### src/rtl/led7seg_pkg.sv
// Shared definitions for the seven-segment display scanner and its nibble decoder.
package led7seg_pkg;

   typedef enum logic {
      ST_SHOW  = 1'b0,
      ST_BLANK = 1'b1
   } scan_state_e;

   localparam int SEG_A  = 0;
   localparam int SEG_B  = 1;
   localparam int SEG_C  = 2;
   localparam int SEG_D  = 3;
   localparam int SEG_E  = 4;
   localparam int SEG_F  = 5;
   localparam int SEG_G  = 6;
   localparam int SEG_DP = 7;

   localparam logic [3:0] SA_OFF = 4'b1111;

   // Entry n holds the active-high segment pattern for hex digit n.
   localparam logic [15:0][6:0] SEG_TABLE = {
      7'h71, 7'h79, 7'h5E, 7'h39, 7'h7C, 7'h77, 7'h6F, 7'h7F,
      7'h07, 7'h7D, 7'h6D, 7'h66, 7'h4F, 7'h5B, 7'h06, 7'h3F
   };

   typedef struct packed {
      logic [15:0] data;
      logic [3:0]  dp;
      logic [3:0]  mask;
   } disp_t;

endpackage

### src/rtl/hex7seg_dec.sv
// Hex nibble to seven-segment decoder (active-high, a..g), shared by display users.
module hex7seg_dec
   import led7seg_pkg::*;
(
   input  logic [3:0] nibble_i,
   output logic [6:0] seg_o
);

   logic [6:0] pattern;

   assign pattern = SEG_TABLE[nibble_i];

   // Bits are routed by segment name so a pin-order change stays in the package.
   always_comb begin
      seg_o        = '0;
      seg_o[SEG_A] = pattern[SEG_A];
      seg_o[SEG_B] = pattern[SEG_B];
      seg_o[SEG_C] = pattern[SEG_C];
      seg_o[SEG_D] = pattern[SEG_D];
      seg_o[SEG_E] = pattern[SEG_E];
      seg_o[SEG_F] = pattern[SEG_F];
      seg_o[SEG_G] = pattern[SEG_G];
   end

endmodule

### src/rtl/led7seg_scan.sv
// Time-multiplexed driver for a shared 4-digit seven-segment bus.
// New values are staged in a pending register and swapped in only at frame start.
module led7seg_scan
   import led7seg_pkg::*;
#(
   parameter int unsigned DIV   = 50000,
   parameter int unsigned BLANK = 16
) (
   input  logic        clk,
   input  logic        rst_n,
   input  logic        en,
   input  logic        load,
   input  logic [15:0] data,
   input  logic [3:0]  dp,
   input  logic [3:0]  mask,
   output logic        ack,
   output logic        frame_done,
   output logic [7:0]  LED,
   output logic [3:0]  SA
);

   localparam int unsigned CNT_MAX = (DIV > BLANK) ? DIV : BLANK;
   localparam int unsigned CW      = (CNT_MAX > 1) ? $clog2(CNT_MAX) : 1;
   localparam logic [CW-1:0] DIV_LAST   = CW'(DIV - 1);
   localparam logic [CW-1:0] BLANK_LAST = CW'(BLANK - 1);

   scan_state_e   state_q, state_d;
   logic [1:0]    idx_q, idx_d;
   logic [CW-1:0] cnt_q, cnt_d;
   disp_t         pend_q, pend_d;
   disp_t         act_q, act_d;
   logic          pendValid_q, pendValid_d;
   logic          apply;

   logic [3:0]    nibble;
   logic [6:0]    segs;
   logic          lit;
   logic [7:0]    led_d;
   logic [3:0]    sa_d;
   logic          frameDone_d;

   // Sequencing: SHOW for DIV cycles, BLANK for BLANK cycles, then the next digit.
   // Disabling parks the scanner at the start of the blank before digit 0.
   always_comb begin
      state_d = state_q;
      idx_d   = idx_q;
      cnt_d   = cnt_q;
      apply   = 1'b0;
      if (!en) begin
         state_d = ST_BLANK;
         idx_d   = 2'd3;
         cnt_d   = '0;
      end else if (state_q == ST_SHOW) begin
         if (cnt_q == DIV_LAST) begin
            state_d = ST_BLANK;
            cnt_d   = '0;
         end else begin
            cnt_d = cnt_q + 1'b1;
         end
      end else begin
         if (cnt_q == BLANK_LAST) begin
            state_d = ST_SHOW;
            idx_d   = idx_q + 2'd1;
            cnt_d   = '0;
            apply   = (idx_q == 2'd3) && pendValid_q;
         end else begin
            cnt_d = cnt_q + 1'b1;
         end
      end
   end

   // A load on the apply edge still lands in pending, after the old value moved out.
   always_comb begin
      pend_d      = pend_q;
      pendValid_d = pendValid_q;
      act_d       = act_q;
      if (apply) begin
         act_d       = pend_q;
         pendValid_d = 1'b0;
      end
      if (load) begin
         pend_d.data = data;
         pend_d.dp   = dp;
         pend_d.mask = mask;
         pendValid_d = 1'b1;
      end
   end

   assign nibble = act_d.data[{idx_d, 2'b00} +: 4];

   hex7seg_dec uDec (
      .nibble_i (nibble),
      .seg_o    (segs)
   );

   // Outputs are computed from next-state values so the pins are registered.
   always_comb begin
      lit   = (state_d == ST_SHOW) && !act_d.mask[idx_d];
      sa_d  = SA_OFF;
      led_d = '0;
      if (lit) begin
         sa_d              = ~(4'b0001 << idx_d);
         led_d[SEG_G:SEG_A] = segs;
         led_d[SEG_DP]      = act_d.dp[idx_d];
      end
      frameDone_d = (state_d == ST_SHOW) && (idx_d == 2'd3) && (cnt_d == DIV_LAST);
   end

   always_ff @(posedge clk or negedge rst_n) begin
      if (!rst_n) begin
         state_q     <= ST_BLANK;
         idx_q       <= 2'd3;
         cnt_q       <= '0;
         pend_q      <= '0;
         act_q       <= '0;
         pendValid_q <= 1'b0;
         ack         <= 1'b0;
         frame_done  <= 1'b0;
         LED         <= 8'h00;
         SA          <= SA_OFF;
      end else begin
         state_q     <= state_d;
         idx_q       <= idx_d;
         cnt_q       <= cnt_d;
         pend_q      <= pend_d;
         act_q       <= act_d;
         pendValid_q <= pendValid_d;
         ack         <= apply;
         frame_done  <= frameDone_d;
         LED         <= led_d;
         SA          <= sa_d;
      end
   end

endmodule

### config.mk
export PLATFORM = sky130hd
export DESIGN_NAME = led7seg_scan
export DESIGN_NICKNAME = d
export VERILOG_FILES = /design/src/rtl/led7seg_pkg.sv /design/src/rtl/hex7seg_dec.sv /design/src/rtl/led7seg_scan.sv
export SDC_FILE = /design/constraint.sdc
export NUM_CORES = 1
export LEC_CHECK = 0
export ABC_CLOCK_PERIOD_IN_PS = 4600
export BUFFER_PORTS_ARGS = -buffer_cell sky130_fd_sc_hd__buf_2
export CAP_MARGIN = 10
export CORE_MARGIN = 5
export CORE_UTILIZATION = 57
export DETAILED_ROUTE_END_ITERATION = 8
export GPL_TIMING_DRIVEN = 0
export PLACE_DENSITY = 0.75
export SLEW_MARGIN = 5
export SYNTH_ARGS = -nofsm -noshare
export SYNTH_HDL_FRONTEND = slang
export SYNTH_SLANG_ARGS = --single-unit
### constraint.sdc
create_clock -name clk -period 4.6 [get_ports clk]
set_input_delay 1.38 -clock clk [delete_from_list [all_inputs] [get_ports clk]]
set_output_delay 1.38 -clock clk [all_outputs]
set_load 0.005 [all_outputs]
==> key figures, run 1 <==
Route
  • Routed vias: 2783
  • Initial DRC Count: 173
  • DRT Pass-1 Iters: 4
  • Drt via density: 5.76
  • # DRC: 0
  • Drt wl/cell: 16.8 µm
  • Number of nets with antenna violations after routing: 0
  • DRT Wirelength: 8130 µm

Floorplan
  • Total I/O pin count: 42
  • Die height: 92.7 µm
  • Initial Utilization: 0.580
  • Chip width: 92.7 µm
  • Die area: 8590 µm²
  • Core footprint: 6720 µm²
  • Num rows: 30

Worst setup path
  • Reg2reg setup slack: 0.66 ns
  • Bufs and invs on worst path: 4
  • Critical path fanouts, max: 10
  • Slowest cell on the critical path: a211oi_1
  • Critical path launch point type: input pin
  • CP Class: input pin to register
  • CP Data Required Time: 4.85 ns
  • Cell Chain, Critical Path: buf_2 > and3_1 > buf_2 > and3_4 > buf_12 > mux2_2 > a22o_1 > a211oi_1 > inv_1 > ha_1 > mux2_2 > a221oi_1
  • Setup crit end kind: register
  • Arrival time worst endpoint: 4.46 ns
  • Largest delay share family, worst path: compound AO/OA/AOI/OAI gates
  • Slowest Stage Delay on Critical Path: 0.63 ns

Yosys
  • Sequential area share after synthesis: 0.529
  • Synth Register Bits: 82
  • Distinct cell type count after synthesis: 57
  • Ys flop type: dfrtp_1
  • Async SR Flop Fraction: 1.00
  • Top cells by area, synth: dfrtp_1 48%, mux2_2 10%, dfstp_2 4.7%
  • Post-synth EDFFs: 0
  • Post-Syn Instances: 347
  • Synth Cell Area: 3900 µm²
  • Mapped Nets: 383
  • Yosys top cell area share: 0.482
  • Yosys warnings: 0
  • Syn Area/Cell: 11.2 µm²
  • Synth area leader: dfrtp_1

Global routing
  • Overall Global Routing Usage: 0.201
  • Vias in the first global route: 2727
  • First-pass GRT wire length: 13600 µm
  • Largest net degree at the start of global routing: 66
  • Initial antenna violation count: 0
  • Gr ovfl total: 0

Power and ir drop
  • Clk pwr share: 0.398
  • P_int: 1050 µW
  • Pleak: 0.00212 µW
  • Logic pwr share: 0.051
  • Switching Share: 0.238
  • P_sw: 327 µW
  • Peak supply drop: 0.195 mV
  • Power Dens Cells: 310 nW/µm²
  • Sequential share of power: 0.551

Status
  • Status: complete, no violations

Clock tree
  • Post-CTS resize count: 0
  • Clock H-tree levels: 3
  • CTS Root Buffer Type: clkbuf_8
  • # hold bufs at CTS: 0
  • Worst-Skew Late Latency: 0.35 ns
  • Inserted Clock Buffers: 9
  • Reg clk slew, reported paths: 0.09 ns
  • Clock sinks: 82
  • CTS tree: built
  • Clock Tree Buf Depth: 2
  • Post-CTS Setup Inserts: 0

STA
  • Rel. slew slack: 0.457
  • Crit share post-route: 0.915
  • Worst-Margin Slew: 0.807 ns
  • Final hold vios: 0
  • Max-slew violations: 0
  • Final setup fails: 0
  • Setup total negative slack: 0 ns
  • Crit path time final: 4.21 ns
  • Final clock skew: 0.00909 ns
  • Achievable Freq: 238 MHz
  • RSZ-0062 raised after global routing: false

Finish
  • Diodes inserted: 0
  • Fillers: 537
  • Area Overhead vs Synth: 13.7%
  • Most common cell after layout, fill and taps aside: dfrtp_1
  • Commonest non-fill, non-tap cells in the layout: 75 x dfrtp_1, 43 x buf_2, 35 x mux2_2, 33 x nand2_1, 29 x nor2_1
  • Final nets: 434
  • Design area: 4430 µm²
  • Layout cells sized above 1: 0.295

Place
  • RePlAce Congestion: 0.862
  • Port bufs: 39
  • Area after detailed placement: 4220 µm²
  • Final HPWL DP: 5750 µm

Job
  • Max-Cap Viols: 0

Min path
  • Hold WC Path Type: register to register
layout make-up:
cell class | count | area [µm²] | share of cell area
buffer | 19 | 118 | 0.0265
inverter | 12 | 45.0 | 0.0102
multi-input combinational | 234 | 1670 | 0.378
tap | 80 | 100 | 0.0226
sequential | 82 | 2060 | 0.465
clock inverter | 6 | 72.6 | 0.0164
clock buffer | 10 | 138 | 0.0310
timing repair buffer | 40 | 225 | 0.0508
through the flow:
| stage | cells | utilization | hold WS [ns] | worst slack, ns | power (µW) |
|---|---|---|---|---|---|
| 6_report | 483 | 0.660 | 0.480 | 0.391 | 1380 |
| 2_1_floorplan | 347 | - | 0.433 | 0.572 | 803 |
| 3_3_place_gp | 466 | 0.624 | 0.444 | 0.108 | 838 |
| 5_1_grt | 483 | 0.660 | 0.499 | 0.150 | 1430 |
| 3_5_place_dp | 467 | 0.628 | 0.455 | 0.0432 | 845 |
| 4_1_cts | 483 | 0.660 | 0.477 | 0.421 | 1390 |
flip-flops by register name (all words and copies together) (netlist names):
signal and flops:
state_q 1, SA 4, pend_q 24, LED 8, ack 1, cnt_q 16
act_q 24, frame_done 1, idx_q 2, pendValid_q 1
worst min-delay path: cells and delay by family, from the launching register on:
kind | cells | cell delay (ns)
DFF | 1 | 0.33
and+or+nand+nor | 2 | 0.12
power groups by stage:
stage / clock network [µW] / registers (µW) / logic, µW
3_5_place_dp: 0 / 773 / 72.0
4_1_cts: 555 / 759 / 72.1
5_1_grt: 587 / 761 / 78.6
6_report: 547 / 759 / 70.0
3_3_place_gp: 0 / 771 / 66.2
2_1_floorplan: 0 / 767 / 36.7
path summary, 6_finish.rpt:
check / startpoint / endpoint / depth (start not counted)
worst min register to register: act_q[7] / act_q[7] / 2
worst min-delay path: act_q[7] / act_q[7] / 2
max in group asynchronous: rst_n / SA[3] / 2
worst max-delay path: en / LED[6] / 12
worst max register to register: cnt_q[0] / LED[6] / 13
min in group asynchronous: rst_n / pendValid_q / 1
layer usage:
metal	track usage	wire length, µm
met1	0.290	3870
met2	0.303	3760
met3	0.0398	382
met4	0.0745	127
met5	0	0
Yosys cell counts (6+ instances only):
master    count
a21oi_1       6
and3_1        7
clkbuf_1      6
dfrtp_1      75
dfstp_2       7
ha_1          8
inv_1        12
mux2_2       35
mux2i_1       7
nand2_1      33
nand3_1      17
nand4_1       7
nor2_1       29
o21ai_0       9
xnor2_1       8
xor2_1        8
logic make-up after synthesis:
kind of cell	after synthesis	share of synthesized area
AO/OA/AOI/OAI	50	0.0944
XOR/XNOR	16	0.0360
flip-flops	82	0.529
multiplexers	42	0.119
buffers and inverters	31	0.0417
AND/OR/NAND/NOR	118	0.154
adder cells (fa/ha/maj)	8	0.0257
Power figures use the tool's default switching activity.
==> run 2, diff against run 1 <==
Settings changed: MAX_ROUTING_LAYER set to met4.
==> run 2 against run 1 <==
  * Non-clock buffer count stayed put
  * Maximum frequency is 0.14% lower
  * Critical path depth stayed put
  * Wire length is 0.27% lower
  * Worst hold slack worse by 0.0063 ns
  * Clock skew is 0.0020 ns higher
  * Sequential power hardly changed
  * Core utilization stayed put
  * Register-to-register slack better by 0.02 ns
  * Global-route usage is 0.53 points higher
  * Die area stayed put
  * Design area stayed put
  * Largest power group unchanged
==> key figures, run 2 (synthesized netlist as in run 1, its figures left out) <==
Worst setup path
  • Largest delay share family, worst path: compound AO/OA/AOI/OAI gates (unchanged)
  • Setup crit end kind: register (unchanged)
  • CP Data Required Time: 4.85 ns (about the same)
  • Slowest cell on the critical path: a211oi_1 (unchanged)
  • Critical path fanouts, max: 10 (unchanged)
  • Critical path launch point type: input pin (unchanged)
  • Slowest Stage Delay on Critical Path: 0.63 ns (about the same)
  • Bufs and invs on worst path: 4 (unchanged)
  • CP Class: input pin to register (unchanged)
  • Cell Chain, Critical Path: buf_2 > and3_1 > buf_2 > and3_4 > buf_12 > mux2_2 > a22o_1 > a211oi_1 > inv_1 > ha_1 > mux2_2 > a221oi_1 (unchanged)
  • Arrival time worst endpoint: 4.47 ns (was 4.46 ns)

Power and ir drop
  • Logic pwr share: 0.051 (about the same)
  • P_int: 1050 µW (about the same)
  • Pleak: 0.00212 µW (unchanged)
  • P_sw: 328 µW (was 327 µW)
  • Clk pwr share: 0.398 (about the same)
  • Power Dens Cells: 311 nW/µm² (was 310 nW/µm²)
  • Sequential share of power: 0.551 (about the same)
  • Switching Share: 0.238 (about the same)
  • Peak supply drop: 0.196 mV (was 0.195 mV)

Clock tree
  • Clock H-tree levels: 3 (unchanged)
  • Inserted Clock Buffers: 9 (unchanged)
  • CTS Root Buffer Type: clkbuf_8 (unchanged)
  • Clock sinks: 82 (unchanged)
  • Reg clk slew, reported paths: 0.09 ns (about the same)
  • Post-CTS Setup Inserts: 0 (unchanged)
  • # hold bufs at CTS: 0 (unchanged)
  • CTS tree: built (unchanged)
  • Post-CTS resize count: 0 (unchanged)
  • Clock Tree Buf Depth: 2 (unchanged)
  • Worst-Skew Late Latency: 0.35 ns (about the same)

Finish
  • Final Core Density: 0.660 (unchanged)
  • Multi-input logic area: 1670 µm² (unchanged)
  • FF+latch area: 2060 µm² (unchanged)
  • Area Overhead vs Synth: 13.7% (unchanged)
  • Commonest non-fill, non-tap cells in the layout: 75 x dfrtp_1, 43 x buf_2, 35 x mux2_2, 33 x nand2_1, 29 x nor2_1 (unchanged)
  • Layout cells sized above 1: 0.295 (unchanged)
  • Diodes inserted: 0 (unchanged)
  • Fillers: 537 (unchanged)
  • Most common cell after layout, fill and taps aside: dfrtp_1 (unchanged)
  • Biggest regs: act_q (24), pend_q (24), cnt_q (16) (unchanged)
  • Final nets: 434 (unchanged)

STA
  • Final setup fails: 0 (unchanged)
  • Achievable Freq: 237 MHz (was 238 MHz)
  • Rel. slew slack: 0.453 (was 0.457)
  • Crit path time final: 4.22 ns (was 4.21 ns)
  • Crit share post-route: 0.916 (was 0.915)
  • Final hold vios: 0 (unchanged)
  • Final clock skew: 0.0111 ns (was 0.00909 ns)
  • Worst-Margin Slew: 0.813 ns (was 0.807 ns)
  • RSZ-0062 raised after global routing: false (unchanged)
  • Max-slew violations: 0 (unchanged)
  • Setup total negative slack: 0 ns (unchanged)

Global routing
  • Gr ovfl total: 0 (unchanged)
  • Largest net degree at the start of global routing: 66 (unchanged)
  • Initial antenna violation count: 0 (unchanged)
  • First-pass GRT wire length: 13500 µm (was 13600 µm)
  • Vias in the first global route: 2734 (was 2727)
  • Overall Global Routing Usage: 0.206 (was 0.201)

Floorplan
  • Total I/O pin count: 42 (unchanged)
  • Die area: 8590 µm² (unchanged)
  • Core footprint: 6720 µm² (unchanged)
  • Initial Utilization: 0.580 (unchanged)
  • Chip width: 92.7 µm (unchanged)
  • Num rows: 30 (unchanged)
  • Die height: 92.7 µm (unchanged)

Place
  • RePlAce Congestion: 0.876 (was 0.862)
  • Port bufs: 39 (unchanged)
  • Final HPWL DP: 5750 µm (unchanged)

Route
  • DRT Pass-1 Iters: 4 (unchanged)
  • Drt wl/cell: 16.8 µm (about the same)
  • Number of nets with antenna violations after routing: 0 (unchanged)
  • Initial DRC Count: 158 (was 173)
  • Drt via density: 5.74 (was 5.76)
  • Routed vias: 2773 (was 2783)
  • # DRC: 0 (unchanged)
  • DRT Wirelength: 8110 µm (was 8130 µm)

Status
  • Status: complete, no violations (unchanged)

Min path
  • Hold WC Path Type: register to register (unchanged)

Job
  • Max-Cap Viols: 0 (unchanged)
-- run 2: cell counts in the layout (fill, tap and decap cells not counted) --
Identical to the previous run, type by type.
-- run 2: metal layers --
metal  vias up  track usage  share of wire
met2        81        0.303           0.46
met1      1356        0.288           0.47
met5         -            -              0
met3         9       0.0398          0.055
met4         0       0.0745          0.014
li1       1327            -              -
-- run 2: final cells by class --
type                       instances  share of cell area
inverter                          12              0.0102
multi-input combinational        234               0.378
clock inverter                     6              0.0164
buffer                            19              0.0265
timing repair buffer              40              0.0508
sequential                        82               0.465
tap                               80              0.0226
clock buffer                      10              0.0310
-- run 2: path summary, 6_finish.rpt --
path                       startpoint  endpoint  slack (ns)  depth (start not counted)
max                                en    LED[6]        0.38                         12
min                          act_q[7]  act_q[7]        0.47                          2
max reg2reg                  cnt_q[0]    LED[6]        0.68                         13
min reg2reg                  act_q[7]  act_q[7]        0.47                          2
max in group asynchronous       rst_n     SA[3]        3.08                          2
min in group asynchronous       rst_n  cnt_q[5]        0.89                          1
-- run 2: power groups by stage --
stage                     Clock (µW)  Combinational, µW  Sequential (µW)
after CTS                        555               72.1              759
final                            549               70.1              759
after global placement             0               66.2              771
after detailed placement           0               72.0              773
after global routing             587               78.6              761
after floorplan                    0               36.7              767
-- run 2: stage by stage --
step	total power (µW)	setup WS, ns	cells	hold WS, ns	cell area [µm²]
final	1380	0.385	483	0.474	4430
after global routing	1430	0.150	483	0.499	4430
after CTS	1390	0.421	483	0.477	4430
after detailed placement	845	0.0432	467	0.455	4220
after global placement	838	0.108	466	0.444	4190
after floorplan	803	0.572	347	0.433	3900
-- run 2: worst register-to-register path, delay by kind of cell, from the launching register on --
| family | cells | cell delay, ns |
|---|---|---|
| adders and majority gates | 2 | 0.52 |
| AOI/OAI and AO/OA | 3 | 1.25 |
| DFF | 1 | 0.41 |
| muxes | 1 | 0.27 |
| buffers and inverters | 3 | 0.73 |
| and+or+nand+nor | 4 | 0.65 |
==> run 3, diff against run 2 <==
Settings changed: CORE_UTILIZATION 57 to 40, PLACE_DENSITY 0.75 to 0.55.
==> run 3 against run 2 <==
  * Setup slack improved by 0.011 ns
  * First-iteration DRC count decreased by 40%
  * Critical path type unchanged
  * Highest routed layer unchanged
  * Critical endpoint unchanged
  * Power increased by 6.7%
  * Via count decreased by 1.6%
  * Sequential share of layout area decreased by 1.1 points
  * Non-clock buffer count unchanged
  * Global-route usage decreased by 5.4 points
  * Die area increased by 38%
  * Register-to-register slack about the same
==> key figures, run 3 (synthesized netlist as in run 1, its figures left out) <==
Clock tree
  • # hold bufs at CTS: 0 (unchanged)
  • Worst-Skew Late Latency: 0.36 ns (was 0.35 ns)
  • CTS tree: built (unchanged)
  • Reg clk slew, reported paths: 0.08 ns (was 0.09 ns)
  • Clock sinks: 82 (unchanged)
  • Inserted Clock Buffers: 9 (unchanged)
  • Clock Tree Buf Depth: 2 (unchanged)
  • CTS Root Buffer Type: clkbuf_8 (unchanged)
  • Post-CTS Setup Inserts: 0 (unchanged)
  • Post-CTS resize count: 0 (unchanged)
  • Clock H-tree levels: 3 (unchanged)

Route
  • Routed vias: 2729 (was 2773)
  • Initial DRC Count: 95 (was 158)
  • # DRC: 0 (unchanged)
  • Number of nets with antenna violations after routing: 0 (unchanged)
  • Drt via density: 5.09 (was 5.74)
  • DRT Pass-1 Iters: 6 (was 4)
  • DRT Wirelength: 8080 µm (was 8110 µm)
  • Drt wl/cell: 15.1 µm (was 16.8 µm)

STA
  • Hold Slack: 0.466 ns (was 0.474 ns)
  • Max-slew violations: 0 (unchanged)
  • Final clock skew: 0.00746 ns (was 0.0111 ns)
  • Setup total negative slack: 0 ns (unchanged)
  • Final hold vios: 0 (unchanged)
  • Crit path time final: 4.20 ns (was 4.22 ns)
  • RSZ-0062 raised after global routing: false (unchanged)
  • Rel. slew slack: 0.425 (was 0.453)
  • Achievable Freq: 238 MHz (was 237 MHz)
  • Worst-Margin Slew: 0.855 ns (was 0.813 ns)
  • Crit share post-route: 0.914 (was 0.916)
  • Final setup fails: 0 (unchanged)

Worst setup path
  • Arrival time worst endpoint: 4.46 ns (was 4.47 ns)
  • Setup crit end kind: register (unchanged)
  • CP Class: input pin to register (unchanged)
  • CP Data Required Time: 4.86 ns (was 4.85 ns)
  • Reg2reg setup slack: 0.69 ns (was 0.68 ns)
  • Critical path launch point type: input pin (unchanged)
  • Critical path fanouts, max: 10 (unchanged)

Place
  • RePlAce Congestion: 0.823 (was 0.876)
  • Final HPWL DP: 5790 µm (was 5750 µm)
  • Port bufs: 39 (unchanged)
  • Placed Cells: 520 (was 467)

Power and ir drop
  • Pleak: 0.00215 µW (was 0.00212 µW)
  • Power Dens Cells: 324 nW/µm² (was 311 nW/µm²)
  • Peak supply drop: 0.172 mV (was 0.196 mV)

Finish
  • Biggest regs: act_q (24), pend_q (24), cnt_q (16) (unchanged)
  • Final nets: 434 (unchanged)
  • Final std cells w/o fill: 536 (was 483)
  • Diodes inserted: 0 (unchanged)
  • Area Overhead vs Synth: 16.5% (was 13.7%)
  • Most common cell after layout, fill and taps aside: dfrtp_1 (unchanged)
  • Layout cells sized above 1: 0.295 (unchanged)
  • Commonest non-fill, non-tap cells in the layout: 75 x dfrtp_1, 43 x buf_2, 35 x mux2_2, 33 x nand2_1, 29 x nor2_1 (unchanged)

Floorplan
  • Total I/O pin count: 42 (unchanged)
  • Num rows: 36 (was 30)
  • Die area: 11800 µm² (was 8590 µm²)
  • Chip width: 109 µm (was 92.7 µm)
  • Core footprint: 9640 µm² (was 6720 µm²)
  • Initial Utilization: 0.404 (was 0.580)
  • Die height: 109 µm (was 92.7 µm)

Global routing
  • Gr ovfl total: 0 (unchanged)
  • Vias in the first global route: 2755 (was 2734)
  • Largest net degree at the start of global routing: 45 (was 66)
  • Initial antenna violation count: 0 (unchanged)
  • First-pass GRT wire length: 13500 µm (about the same)
  • Overall Global Routing Usage: 0.153 (was 0.206)

Job
  • Max-Cap Viols: 0 (unchanged)

Status
  • Status: complete, no violations (unchanged)

Min path
  • Hold WC Path Type: register to register (unchanged)
run 3: worst paths after layout:
path / from / to / depth (start not counted)
hold / removal: act_q[4] / act_q[4] / 2
setup / recovery: en / LED[6] / 12
setup reg to reg: cnt_q[0] / LED[6] / 13
hold reg to reg: act_q[4] / act_q[4] / 2
max in group asynchronous: rst_n / SA[3] / 2
min in group asynchronous: rst_n / pend_q[12] / 1
run 3: final cells by class:
cell class              count  area, µm²
multi-input cells         234       1670
flip-flops and latches     82       2060
repair buffers             40        225
clock inverters             6        113
well taps                 133        166
plain buffers              19        118
inverters                  12       45.0
fillers                   954       5100
clock buffers              10        138
run 3: power by group:
part	switching (µW)	internal [µW]	total (µW)	leakage, µW
clock network	265	377	642	0.000127
registers	13.7	744	758	0.00106
logic	35.6	34.0	69.6	0.000960
total	315	1160	1470	0.00215
run 3: per-stage QoR:
| stage | utilization | setup slack, ns | cell area (µm²) | total power, µW |
|---|---|---|---|---|
| floorplan | - | 0.572 | 3900 | 803 |
| global placement | 0.442 | 0.0994 | 4260 | 840 |
| detailed placement | 0.445 | 0.0832 | 4290 | 845 |
| CTS | 0.471 | 0.426 | 4540 | 1500 |
| global route | 0.471 | 0.255 | 4540 | 1530 |
| finish | 0.471 | 0.396 | 4540 | 1470 |
run 3: critical path, stage by stage:
cell and delay [ns]:
buf_2 0.17, and3_1 0.16, buf_2 0.18, and3_4 0.24
buf_12 0.14, mux2_2 0.34, nor2b_1 0.14, a211oi_1 0.65
inv_1 0.23, ha_1 0.28, mux2_2 0.27, a221oi_1 0.28
run 3: layer usage:
metal  vias to the layer above  wire length, µm  track usage
met1                      1339             3750        0.187
met5                         -                0            -
met4                         0               83       0.0424
met3                         9              295       0.0444
li1                       1338                -            -
met2                        43             3950        0.248
